<file path="config.mk">
export PLATFORM = sky130hd
export DESIGN_NAME = hazard_scoreboard
export DESIGN_NICKNAME = d
export VERILOG_FILES = /design/src/rtl/hazard_scoreboard.sv
export SDC_FILE = /design/constraint.sdc
export NUM_CORES = 1
export LEC_CHECK = 0
export ABC_CLOCK_PERIOD_IN_PS = 9150
export CAP_MARGIN = 5
export CELL_PAD_IN_SITES_DETAIL_PLACEMENT = 0
export CELL_PAD_IN_SITES_GLOBAL_PLACEMENT = 1
export CORE_UTILIZATION = 40
export CTS_CLUSTER_SIZE = 10
export DETAILED_ROUTE_END_ITERATION = 10
export PLACE_DENSITY_LB_ADDON = 0.1
export REMOVE_ABC_BUFFERS = 1
export SLEW_MARGIN = 20
export SYNTH_ARGS = -nofsm -noshare
export SYNTH_HDL_FRONTEND = slang
export SYNTH_SLANG_ARGS = --single-unit
</file>
<file path="constraint.sdc">
create_clock -name clk -period 9.15 [get_ports clk]
set_input_delay 1.83 -clock clk [delete_from_list [all_inputs] [get_ports clk]]
set_output_delay 1.83 -clock clk [all_outputs]
set_load 0.03 [all_outputs]
</file>
<file path="src/rtl/hazard_scoreboard.sv">
// ---------------------------------------------------------------------------
// hazard_scoreboard
//
// Tnew/Tuse hazard unit for a multi-stage MIPS pipeline.  Each stage after D
// (stage 1 = E ... stage STAGES = W) carries a (destination, Tnew) record.
// A record's Tnew counts down, saturating at zero, as it moves down the pipe.
// D-stage sources are compared against these records to decide between
// stalling and forwarding.  A busy counter for the mult/div unit stalls any
// instruction that needs HI/LO or the unit itself while an operation runs.
//
// Ports
//   clk          clock
//   reset        synchronous active-high reset
//   d_valid      D holds a real instruction (0 = bubble)
//   d_rs, d_rt   D source registers
//   d_tuse_rs/rt Tuse of each source, 3 = source unused
//   d_dst        D destination register (0 = none)
//   d_tnew       Tnew of the D instruction on entering stage 1
//   d_md_start   D is mult/multu/div/divu
//   d_md_div     with d_md_start: 1 = div class, 0 = mult class
//   d_md_use     D needs the mult/div unit idle
//   stall        freeze PC/F/D and insert a bubble into stage 1
//   fwd_sel_rs   0 = register file, k = forward from stage k
//   fwd_sel_rt   same for rt
//   md_busy      mult/div busy counter is nonzero
// ---------------------------------------------------------------------------
module hazard_scoreboard #(
   parameter int STAGES   = 3,
   parameter int TNEW_W   = 2,
   parameter int MULT_CYC = 5,
   parameter int DIV_CYC  = 10,
   parameter int SEL_W    = 2
) (
   input  logic              clk,
   input  logic              reset,
   input  logic              d_valid,
   input  logic [4:0]        d_rs,
   input  logic [4:0]        d_rt,
   input  logic [1:0]        d_tuse_rs,
   input  logic [1:0]        d_tuse_rt,
   input  logic [4:0]        d_dst,
   input  logic [TNEW_W-1:0] d_tnew,
   input  logic              d_md_start,
   input  logic              d_md_div,
   input  logic              d_md_use,
   output logic              stall,
   output logic [SEL_W-1:0]  fwd_sel_rs,
   output logic [SEL_W-1:0]  fwd_sel_rt,
   output logic              md_busy
);

   localparam int MD_MAX = (MULT_CYC > DIV_CYC) ? MULT_CYC : DIV_CYC;
   localparam int MD_W   = $clog2(MD_MAX + 1);

   logic [4:0]        dst_q  [1:STAGES];
   logic [4:0]        dst_d  [1:STAGES];
   logic [TNEW_W-1:0] tnew_q [1:STAGES];
   logic [TNEW_W-1:0] tnew_d [1:STAGES];
   logic [MD_W-1:0]   md_cnt_q;
   logic [MD_W-1:0]   md_cnt_d;

   logic [SEL_W-1:0]  hit_rs;
   logic [SEL_W-1:0]  hit_rt;
   logic [TNEW_W-1:0] hit_tnew_rs;
   logic [TNEW_W-1:0] hit_tnew_rt;
   logic              haz_rs;
   logic              haz_rt;
   logic              haz_md;
   logic              accept;

   // Nearest matching stage per source.  The scan runs from the oldest stage
   // to the youngest so a younger record overwrites (shadows) an older one.
   always_comb begin
      hit_rs      = '0;
      hit_rt      = '0;
      hit_tnew_rs = '0;
      hit_tnew_rt = '0;
      for (int k = STAGES; k >= 1; k--) begin
         if ((d_rs != 5'd0) && (dst_q[k] == d_rs)) begin
            hit_rs      = SEL_W'(k);
            hit_tnew_rs = tnew_q[k];
         end
         if ((d_rt != 5'd0) && (dst_q[k] == d_rt)) begin
            hit_rt      = SEL_W'(k);
            hit_tnew_rt = tnew_q[k];
         end
      end
   end

   assign md_busy = (md_cnt_q != '0);

   assign haz_rs = (d_tuse_rs != 2'd3) && (hit_rs != '0) &&
                   (32'(hit_tnew_rs) > 32'(d_tuse_rs));
   assign haz_rt = (d_tuse_rt != 2'd3) && (hit_rt != '0) &&
                   (32'(hit_tnew_rt) > 32'(d_tuse_rt));
   assign haz_md = d_md_use && md_busy;

   assign stall  = d_valid && (haz_rs || haz_rt || haz_md);
   assign accept = d_valid && !stall;

   // Only a result that is already final (Tnew 0) can feed D.  A match that
   // is still being produced reads 0 here and is picked up later in the pipe.
   assign fwd_sel_rs = ((hit_rs != '0) && (hit_tnew_rs == '0)) ? hit_rs : '0;
   assign fwd_sel_rt = ((hit_rt != '0) && (hit_tnew_rt == '0)) ? hit_rt : '0;

   always_comb begin
      dst_d[1]  = accept ? d_dst  : 5'd0;
      tnew_d[1] = accept ? d_tnew : '0;
      // Older stages keep moving during a stall so every hazard drains.
      for (int k = 2; k <= STAGES; k++) begin
         dst_d[k]  = dst_q[k-1];
         tnew_d[k] = (tnew_q[k-1] == '0) ? '0 : tnew_q[k-1] - TNEW_W'(1);
      end
   end

   always_comb begin
      md_cnt_d = md_cnt_q;
      if (accept && d_md_start) begin
         md_cnt_d = d_md_div ? MD_W'(DIV_CYC) : MD_W'(MULT_CYC);
      end else if (md_cnt_q != '0) begin
         md_cnt_d = md_cnt_q - MD_W'(1);
      end
   end

   always_ff @(posedge clk) begin
      if (reset) begin
         for (int k = 1; k <= STAGES; k++) begin
            dst_q[k]  <= 5'd0;
            tnew_q[k] <= '0;
         end
         md_cnt_q <= '0;
      end else begin
         dst_q    <= dst_d;
         tnew_q   <= tnew_d;
         md_cnt_q <= md_cnt_d;
      end
   end

endmodule
</file>
==> results.py, run 1 <==
metrics = {
    "hold_path": {
        "hold_path_startpoint": "tnew_q[4]$_SDFF_PP0_",
        "hold_path_class": "reg2reg",
        "cell_depth_of_the_worst_min_delay_path": 1,
        "holdPathEnd": "tnew_q[2]$_SDFF_PP0_",
    },
    "global_route": {
        "grt_max_degree": 22,
        "globalRoute.totalOverflow": 0,
        "global_route.usage.total": 0.191,
        "first_global_vias": 1319,
        "grt_first_pass_wirelength_um": 6090,
        "number_of_antenna_violations_at_the_first_check_in_global_routing": 0,
    },
    "cts": {
        "cts_tree": "yes",
        "number_of_clock_sinks": 25,
        "postCtsResizedCells": 0,
        "htree_num_levels": 1,
        "cts-hold-fix-buffers": 0,
        "tritoncts.num_buffers": 3,
        "worstSkewPairLatency_ns": 0.27,
        "max-clock-path-buffers": 2,
        "cts.clk_slew.worst_paths_ns": 0.09,
        "root_buffer": "sky130_fd_sc_hd__clkbuf_8",
        "post_cts_buffers": 0,
    },
    "floorplanning": {
        "floorplan.initialDensity": 0.420,
        "num_io_pins": 33,
        "core_area_um2": 3690,
        "fp.dieW_um": 64.2,
        "rows": 22,
        "floorplan.die.height_um": 64.2,
        "die-area_um2": 4130,
    },
    "routing": {
        "drt-vias-per-instance": 5.19,
        "via_count": 1329,
        "ant_nets": 0,
        "wirelength_um": 3430,
        "first_pass_iters": 4,
        "drc": 0,
        "initialDrtViolationCount": 65,
        "wl_per_cell_um": 13.4,
    },
    "critical_path": {
        "timing.reg2reg.setup_slack_ns": 5.79,
        "worstRegToRegCells": 11,
        "crit_type": "in2out",
        "worstSetupEndpointType": "output port",
        "required_ns": 7.32,
        "path_max_fanout": 8,
        "worstSetupStartpointType": "input pin",
        "timing.rr.start": "dst_q[3]$_SDFF_PP0_",
        "r2r-end": "md_cnt_q[2]$_SDFFE_PP0P_",
        "critPathArrivalTime_ns": 5.81,
    },
    "pwr": {
        "power_frac_seq": 0.403,
        "share_clk_of_total_power": 0.212,
        "power.density_cell_area_nw_per_um2": 168,
        "pwr-share-comb": 0.385,
        "swShare": 0.342,
        "p_int_uw": 218,
        "leakagePower_nw": 0.794,
        "power_switching_uw": 113,
        "ir_drop_mv": 0.121,
    },
    "layout": {
        "final_layout_size_suffix_gt1_frac": 0.0673,
        "layout.cells.most_common_list": "sky130_fd_sc_hd__clkdlybuf4s50_1 (32), sky130_fd_sc_hd__dfxtp_1 (25), sky130_fd_sc_hd__xor2_1 (16), sky130_fd_sc_hd__xnor2_1 (16)",
        "fin_nets": 244,
        "area.growth.synth_to_final_pct": 27.0,
        "number_of_fillers_in_the_final_layout": 382,
        "fin_cells": 256,
        "diodes": 0,
        "layout_commonest_cell": "sky130_fd_sc_hd__clkdlybuf4s50_1",
    },
    "yosys": {
        "synth-edff-count": 0,
        "synth_area_per_cell_um2": 8.85,
        "seq_area_frac_synth": 0.323,
        "synthesis.area_um2": 1550,
        "synth-seq-cells": 25,
        "synth-warning-count": 0,
        "synth_flop_cell": "sky130_fd_sc_hd__dfxtp_1",
        "syn-instance-count": 175,
        "netlist-cell-type-count": 41,
        "async_reset_ff_frac": 0,
    },
    "sta": {
        "setup_viol": 0,
        "hold_violations": 0,
        "worst_clock_skew_ns": 0.00450,
        "max_slew.worst_pin.slew_ns": 0.779,
        "period_needed_ns": 7.64,
        "setup-tns-final_ns": 0,
        "maxSlewViolCount": 0,
        "fin_crit_sh": 0.835,
        "max_slew_margin": 0.479,
        "maximum_clock_frequency_mhz": 131,
        "rsz0062_at_grt": "false",
    },
    "outcome": {
        "run_status": "completed",
    },
    "run": {
        "maxCapViolations": 0,
    },
    "place": {
        "gp_congestion": 0.843,
        "dp.final_hpwl_um": 2810,
        "buffer_ports.inserted": 32,
        "placed_cell_count": 252,
    },
}
## flip-flops by register name, summed over array words and instances (netlist names)
signal,cells
md_cnt_q,4
tnew_q,6
dst_q,5
dst_d,10
## synthesized netlist by cell type (2+ instances only)
library cell               instances  area, um^2
sky130_fd_sc_hd__inv_1            14        52.6
sky130_fd_sc_hd__xnor2_1          16         140
sky130_fd_sc_hd__nor2b_1          14        87.6
sky130_fd_sc_hd__a221o_1           2        20.0
sky130_fd_sc_hd__mux2_2            4        45.0
sky130_fd_sc_hd__nor2_1           12        45.0
sky130_fd_sc_hd__nor3_1           13        65.1
sky130_fd_sc_hd__and2_1            2        12.5
sky130_fd_sc_hd__a21oi_1           5        25.0
sky130_fd_sc_hd__ha_1              8         100
sky130_fd_sc_hd__dfxtp_1          25         500
sky130_fd_sc_hd__nand3_1           6        30.0
sky130_fd_sc_hd__nand2_1           4        15.0
sky130_fd_sc_hd__and3_1            7        43.8
sky130_fd_sc_hd__xor2_1           16         140
sky130_fd_sc_hd__clkbuf_1          2        7.51
## through the flow
step                instance area (um^2)  setup slack [ns]   util  hold slack [ns]  total power, mW
floorplan                           1540              2.65      -            0.421            0.220
global placement                    1920              1.61  0.520            0.490            0.260
detailed placement                  1920              1.49  0.520            0.499            0.263
CTS                                 1970              1.49  0.533            0.514            0.334
global route                        1970              1.10  0.533            0.546            0.357
finish                              1970              1.51  0.533            0.515            0.331
## layer usage
metal | track usage | vias to the layer above | share of wire
met2 | 0.332 | 24 | 0.49
met1 | 0.241 | 618 | 0.46
li1 | - | 681 | -
met4 | 0.0556 | 0 | 0.011
met5 | 0 | - | 0
met3 | 0.0304 | 6 | 0.038
## layout make-up
class,count,area [um^2],area share
clock buffers,3,41.3,0.0210
clock inverters,1,8.76,0.00445
inverters,14,52.6,0.0267
multi-input cells,133,983,0.500
flip-flops and latches,25,500,0.254
well taps,48,60.1,0.0305
repair buffers,32,320,0.163
## power by group through the flow
stage / clock (mW) / combinational, mW / sequential [mW]
finish: 0.0701 / 0.127 / 0.133
global route: 0.0786 / 0.143 / 0.135
CTS: 0.0727 / 0.128 / 0.133
detailed placement: 0 / 0.127 / 0.136
global placement: 0 / 0.124 / 0.136
floorplan: 0 / 0.0877 / 0.132
## worst max-delay path, cell delays in order
cell	delay [ns]
sky130_fd_sc_hd__clkdlybuf4s50_1	0.51
sky130_fd_sc_hd__or4_4	0.61
sky130_fd_sc_hd__nor2_4	0.16
sky130_fd_sc_hd__nor3_2	0.09
sky130_fd_sc_hd__or4b_1	0.51
sky130_fd_sc_hd__a22oi_2	0.19
sky130_fd_sc_hd__ha_1	0.28
sky130_fd_sc_hd__a221oi_1	0.31
sky130_fd_sc_hd__o221ai_1	0.22
sky130_fd_sc_hd__and4_1	0.28
sky130_fd_sc_hd__nor2b_1	0.13
sky130_fd_sc_hd__clkdlybuf4s50_1	0.68
## cells by family (layout without fill, tap and decap cells)
logic type | count (synthesis) | in the layout | synth area share
simple gates | 71 | 71 | 0.270
xor+xnor | 32 | 32 | 0.181
flops | 25 | 25 | 0.323
compound gates | 18 | 18 | 0.0905
buf+inv | 17 | 50 | 0.0420
fa+ha+maj | 8 | 8 | 0.0646
mux | 4 | 4 | 0.0291
## how the worst max path moves through the flow
stage,start,to,cells past startpoint
after detailed placement,d_rt[1],stall,12
after global routing,d_rs[3],stall,13
final,d_rt[1],stall,12
after floorplan,d_rt[1],stall,10
after global placement,d_rt[1],stall,12
after CTS,d_rt[1],stall,12
No activity file was read; power rests on OpenSTA's default activity.
==> run 2, diff against run 1 <==
- ABC_CLOCK_PERIOD_IN_PS: 9150 -> 6600
- CORE_UTILIZATION: 40 -> 34
- clock period: 9.15 -> 6.6 ns (I/O delays scaled with it)
==> results.py, run 2 (synthesis results as in run 1) <==
metrics = {
    "pwr": {
        "leakagePower_nw": 0.834,
        "ir_drop_mv": 0.160,
        "fin_total_pwr_uw": 457,
        "power.density_cell_area_nw_per_um2": 227,
    },
    "layout": {
        "layout_commonest_cell": "sky130_fd_sc_hd__clkdlybuf4s50_1",
        "layout.cells.most_common_list": "sky130_fd_sc_hd__clkdlybuf4s50_1 (31), sky130_fd_sc_hd__dfxtp_1 (25), sky130_fd_sc_hd__xor2_1 (16), sky130_fd_sc_hd__xnor2_1 (16)",
        "diodes": 0,
        "max_reg_flops": 10,
        "fin_nets": 249,
        "area.growth.synth_to_final_pct": 30.2,
        "final_layout_size_suffix_gt1_frac": 0.0892,
    },
    "global_route": {
        "number_of_antenna_violations_at_the_first_check_in_global_routing": 0,
        "grt_max_degree": 22,
        "first_global_vias": 1327,
        "grt_first_pass_wirelength_um": 5940,
        "global_route.usage.total": 0.155,
        "globalRoute.totalOverflow": 0,
    },
    "floorplanning": {
        "floorplan.initialDensity": 0.356,
        "rows": 24,
        "num_io_pins": 33,
        "floorplan.die.height_um": 69.5,
        "die-area_um2": 4830,
        "core_area_um2": 4350,
        "fp.dieW_um": 69.5,
    },
    "sta": {
        "rsz0062_at_grt": "false",
        "hold_violations": 0,
        "maxSlewViolCount": 0,
        "max_slew.worst_pin.slew_ns": 0.776,
        "fin_crit_sh": 0.932,
        "worst_clock_skew_ns": 0.00357,
        "max_slew_margin": 0.481,
        "setup_viol": 0,
        "period_needed_ns": 6.15,
        "maximum_clock_frequency_mhz": 163,
        "setup-tns-final_ns": 0,
    },
    "critical_path": {
        "timing.rr.start": "dst_d[4]$_SDFF_PP0_",
        "worstSetupStartpointType": "input pin",
        "required_ns": 5.28,
        "worstRegToRegCells": 11,
        "crit_type": "in2out",
        "worst_path_largest_cell_delay_ns": 0.59,
        "timing.critical_path.buf_inv": 2,
        "path_max_fanout": 8,
        "worst_path_max_delay_cell": "sky130_fd_sc_hd__or4_4",
        "r2r-end": "md_cnt_q[3]$_SDFFE_PP0P_",
        "critPathArrivalTime_ns": 4.83,
        "timing.reg2reg.setup_slack_ns": 3.28,
        "crit_chain": "clkdlybuf4s50_1 > or4_4 > nor2_4 > nor3_2 > or4b_1 > a22oi_2 > ha_1 > a221oi_1 > o221ai_1 > and4_1 > nor2b_1 > dlymetal6s2s_1",
        "worstSetupEndpointType": "output port",
        "critical-path-top-delay-family": "simple AND/OR/NAND/NOR gates",
    },
    "routing": {
        "initialDrtViolationCount": 48,
        "drt-vias-per-instance": 4.95,
        "ant_nets": 0,
        "wl_per_cell_um": 13.3,
        "wirelength_um": 3530,
        "drc": 1,
        "via_count": 1311,
        "first_pass_iters": 7,
    },
    "cts": {
        "htree_num_levels": 1,
        "cts.clk_slew.worst_paths_ns": 0.09,
        "worstSkewPairLatency_ns": 0.27,
        "cts_tree": "yes",
        "number_of_clock_sinks": 25,
        "root_buffer": "sky130_fd_sc_hd__clkbuf_8",
        "tritoncts.num_buffers": 3,
        "post_cts_buffers": 0,
        "max-clock-path-buffers": 2,
    },
    "outcome": {
        "run_status": "complete, but fails checks",
        "violated_checks": "DRC",
    },
    "hold_path": {
        "hold_path_startpoint": "tnew_q[4]$_SDFF_PP0_",
        "holdPathEnd": "tnew_q[2]$_SDFF_PP0_",
        "hold_path_class": "reg2reg",
        "cell_depth_of_the_worst_min_delay_path": 1,
    },
    "place": {
        "gp_congestion": 0.775,
        "dp.final_hpwl_um": 2890,
        "buffer_ports.inserted": 32,
    },
    "run": {
        "maxCapViolations": 0,
    },
}
==> run 2: cell count changes in the layout (fill, tap and decap cells not counted) <==
cell                              delta
sky130_fd_sc_hd__clkdlybuf4s50_1     -1
sky130_fd_sc_hd__dlymetal6s2s_1      +1
sky130_fd_sc_hd__nor4_2              -1
sky130_fd_sc_hd__nor4_4              +1
sky130_fd_sc_hd__inv_6               -1
sky130_fd_sc_hd__buf_4               +5
sky130_fd_sc_hd__clkinv_2            +1
==> run 2: report_power, final <==
part | internal, mW | total (mW) | switching, mW
logic | 0.0891 | 0.178 | 0.0893
clock network | 0.0423 | 0.0937 | 0.0514
registers | 0.170 | 0.185 | 0.0154
total | 0.301 | 0.457 | 0.156
==> run 2: through the flow <==
stage          hold slack [ns]  area [um^2]   util  std cells  setup WS, ns
5_1_grt                  0.510         2020  0.463        265         0.229
3_3_place_gp             0.488         1960  0.450        261        0.0629
3_5_place_dp             0.477         1960  0.450        261        0.0684
2_1_floorplan            0.421         1540      -        172          1.12
4_1_cts                  0.492         2010  0.461        265        0.0530
6_report                 0.490         2020  0.463        265         0.448
==> run 2: layout make-up <==
class | instances | area (um^2)
flip-flops and latches | 25 | 500
inverters | 14 | 52.6
repair buffers | 37 | 360
well taps | 52 | 65.1
multi-input cells | 133 | 992
fillers | 421 | 2340
clock inverters | 1 | 5.00
clock buffers | 3 | 41.3
==> run 2: layer usage <==
metal	track usage	share of wire	vias up
met1	0.192	0.47	593
met2	0.268	0.47	27
met3	0.0247	0.043	7
li1	-	-	684
met4	0.0612	0.020	0
met5	0	0	-
==> run 2: worst register-to-register path, delay by kind of cell (launching register included) <==
family                   cells  cell delay [ns]
AO/OA/AOI/OAI                4             1.30
AND/OR/NAND/NOR              4             0.73
flip-flops                   1             0.41
multiplexers                 1             0.36
adder cells (fa/ha/maj)      1             0.25
XOR/XNOR                     1             0.17
==> run 2: worst max path at each step <==
stage	to	depth (start not counted)	start	slack, ns
2_1_floorplan	stall	10	d_rt[1]	1.12
4_1_cts	stall	12	d_rt[1]	0.05
3_3_place_gp	stall	12	d_rt[1]	0.06
3_5_place_dp	stall	12	d_rt[1]	0.07
5_1_grt	stall	12	d_rt[4]	0.23
6_report	stall	12	d_rt[1]	0.45
==> run 2: what timing repair did <==
item	4_1_cts	5_1_grt
setup endpoints to repair	0	1
resized for setup	0	2
hold buffers	0	0
==> patch (flow settings as in run 2) <==
`STAGES`: 3 -> 5.
--- a/src/rtl/hazard_scoreboard.sv
+++ b/src/rtl/hazard_scoreboard.sv
@@ -27,3 +27,3 @@
 module hazard_scoreboard #(
-   parameter int STAGES   = 3,
+   parameter int STAGES   = 5,
    parameter int TNEW_W   = 2,
Formal check against the unedited RTL: not equivalent (a bounded check fails within 10 cycles, from zero or initial values and one cycle with reset high).
==> patch against run 2 <==
Setup slack lost 0.18 ns. Final area grew 46%. Synthesized area grew 58%. Sequential cell count grew 14. Wire length grew 58%. Total power grew 53%. Sequential share of layout area grew 1.7 points. Critical path type unchanged. Hold slack lost 0.061 ns.
==> patch: results (changes against run 2) <==
Status - complete, no violations
Clk pin slew, worst setup/hold paths - 0.09 ns (about the same)
First-pass GRT wire length - 9273 um (+56%)
Antenna cell count - 0 (unchanged)
Share of async-settable or async-resettable flops after synthesis - 0 (unchanged)
Clock insertion delay at the later pin of the skew report - 0.29 ns (+0.02 ns)
Crit path max fanout - 6 (-2)
Largest net degree at the start of global routing - 36 (+64%)
Vias per std cell - 4.626 (-6.5%)
Worst path arrival time - 5.01 ns (+0.18 ns)
Nets@finish - 344 (+38%)
Main flop type after synthesis - dfxtp_1
Vias in the first global route - 1860 (+40%)
Register area share after synthesis - 0.3197 (-0.003430)
Maximum VDD drop - 0.1538 mV (-3.8%)
Hold WC Path Type - reg2reg
DPL Wire Length - 4491 um (+55%)
Fillers - 718 (+71%)
Max FFs per register - 20 (+10)
Initial DRC Count - 62 (+29%)
Cts bufs inserted - 5 (+2)
GRT Util Overall - 0.1646 (+0.009634)
Area contributors post-synth - dfxtp_1 32%, xor2_1 9.7%, xnor2_1 8.6%, nor2b_1 5.4%, ha_1 5.1%
Worst-Margin Slew - 0.3961 ns (-0.3800 ns)
Post-synth cell types - 46 (+12%)
Worst path max stage delay - 0.70 ns (+0.11 ns)
Slowest CP cell - clkdlybuf4s50_1
Routed WL - 5572 um (+58%)
H-tree depth reported by CTS - 2 (+1)
Clk Tree Root Cell - clkbuf_8
Layout cells sized above 1 - 0.09091 (+0.001707)
Port bufs - 32 (unchanged)
Post-synth top cells - 39 x dfxtp_1, 27 x xor2_1, 24 x xnor2_1
Skew final - 0.006486 ns (+0.002919 ns)
Post CTS Setup Buffer Count - 0 (unchanged)
CTS Buffer Depth - 2 (unchanged)
Drt first pass iters - 4 (-3)
Dpl ws - 0.2055 ns (+0.1372 ns)
GP Congestion - 0.7700 (-0.67%)
Initial antenna violation count - 0 (unchanged)
Static Leak - 1.145 nW (+37%)
Crit path max-delay family - compound AO/OA/AOI/OAI gates
Yosys Warn Count - 0 (unchanged)
CTS resizes - 0 (unchanged)
## patch: changes by cell type after synthesis, moves of 4 or more
| cell | delta |
|---|---|
| and3_1 | -7 |
| nor2b_1 | +7 |
| mux2_1 | +4 |
| o21ai_0 | +6 |
| nor2_1 | +7 |
| xor2_1 | +11 |
| dfxtp_1 | +14 |
| xnor2_1 | +8 |
| nor3_1 | +7 |
| buf_4 | +5 |
| and2_1 | +10 |
| nand2_1 | +8 |
## patch: area by class of cell
| type | instances | share of cell area |
|---|---|---|
| Clock buffer | 6 | 0.02806 |
| Clock inverter | 2 | 0.01190 |
| Inverter | 17 | 0.02168 |
| Multi-Input combinational cell | 208 | 0.5123 |
| Sequential cell | 39 | 0.2653 |
| Tap cell | 96 | 0.04082 |
| Timing Repair Buffer | 36 | 0.1199 |
## patch: kinds of logic (layout without fill, tap and decap cells)
| family | Yosys count | after routing | share of synthesized area |
|---|---|---|---|
| simple gates | 107 | 107 | 0.2526 |
| xor+xnor | 52 | 52 | 0.1896 |
| flops | 39 | 39 | 0.3197 |
| compound gates | 34 | 34 | 0.1009 |
| buf+inv | 31 | 61 | 0.06301 |
| fa+ha+maj | 10 | 10 | 0.05123 |
| mux | 5 | 5 | 0.02305 |
## patch: final timing paths
| kind | startpoint | endpoint | slack (ns) | cells past startpoint |
|---|---|---|---|---|
| max | d_rt[3] | stall | 0.27 | 12 |
| min | tnew_q[8] | tnew_q[6] | 0.43 | 1 |
| max reg2reg | dst_d[2] | md_cnt_q[0] | 3.33 | 12 |
| min reg2reg | tnew_q[8] | tnew_q[6] | 0.43 | 1 |
## patch: where the power goes
| group | internal [mW] | switching (mW) |
|---|---|---|
| logic | 0.0996 | 0.110 |
| registers | 0.257 | 0.0188 |
| clock network | 0.123 | 0.0911 |
## patch: through the flow
step,util,instance area [um^2],std cells
3_5_place_dp,0.4109,2823,396
3_3_place_gp,0.4109,2823,396
5_1_grt,0.4284,2943,404
4_1_cts,0.4281,2940,404
6_report,0.4284,2943,404
2_1_floorplan,-,2352,264
## patch: per-layer routing
metal  track usage  part of all wire  vias to the layer above
met3       0.02762             0.029                        7
met4       0.04545             0.012                        0
met1        0.2235              0.50                      860
li1              -                 -                      977
met5             0                 0                        -
met2        0.2691              0.46                       25
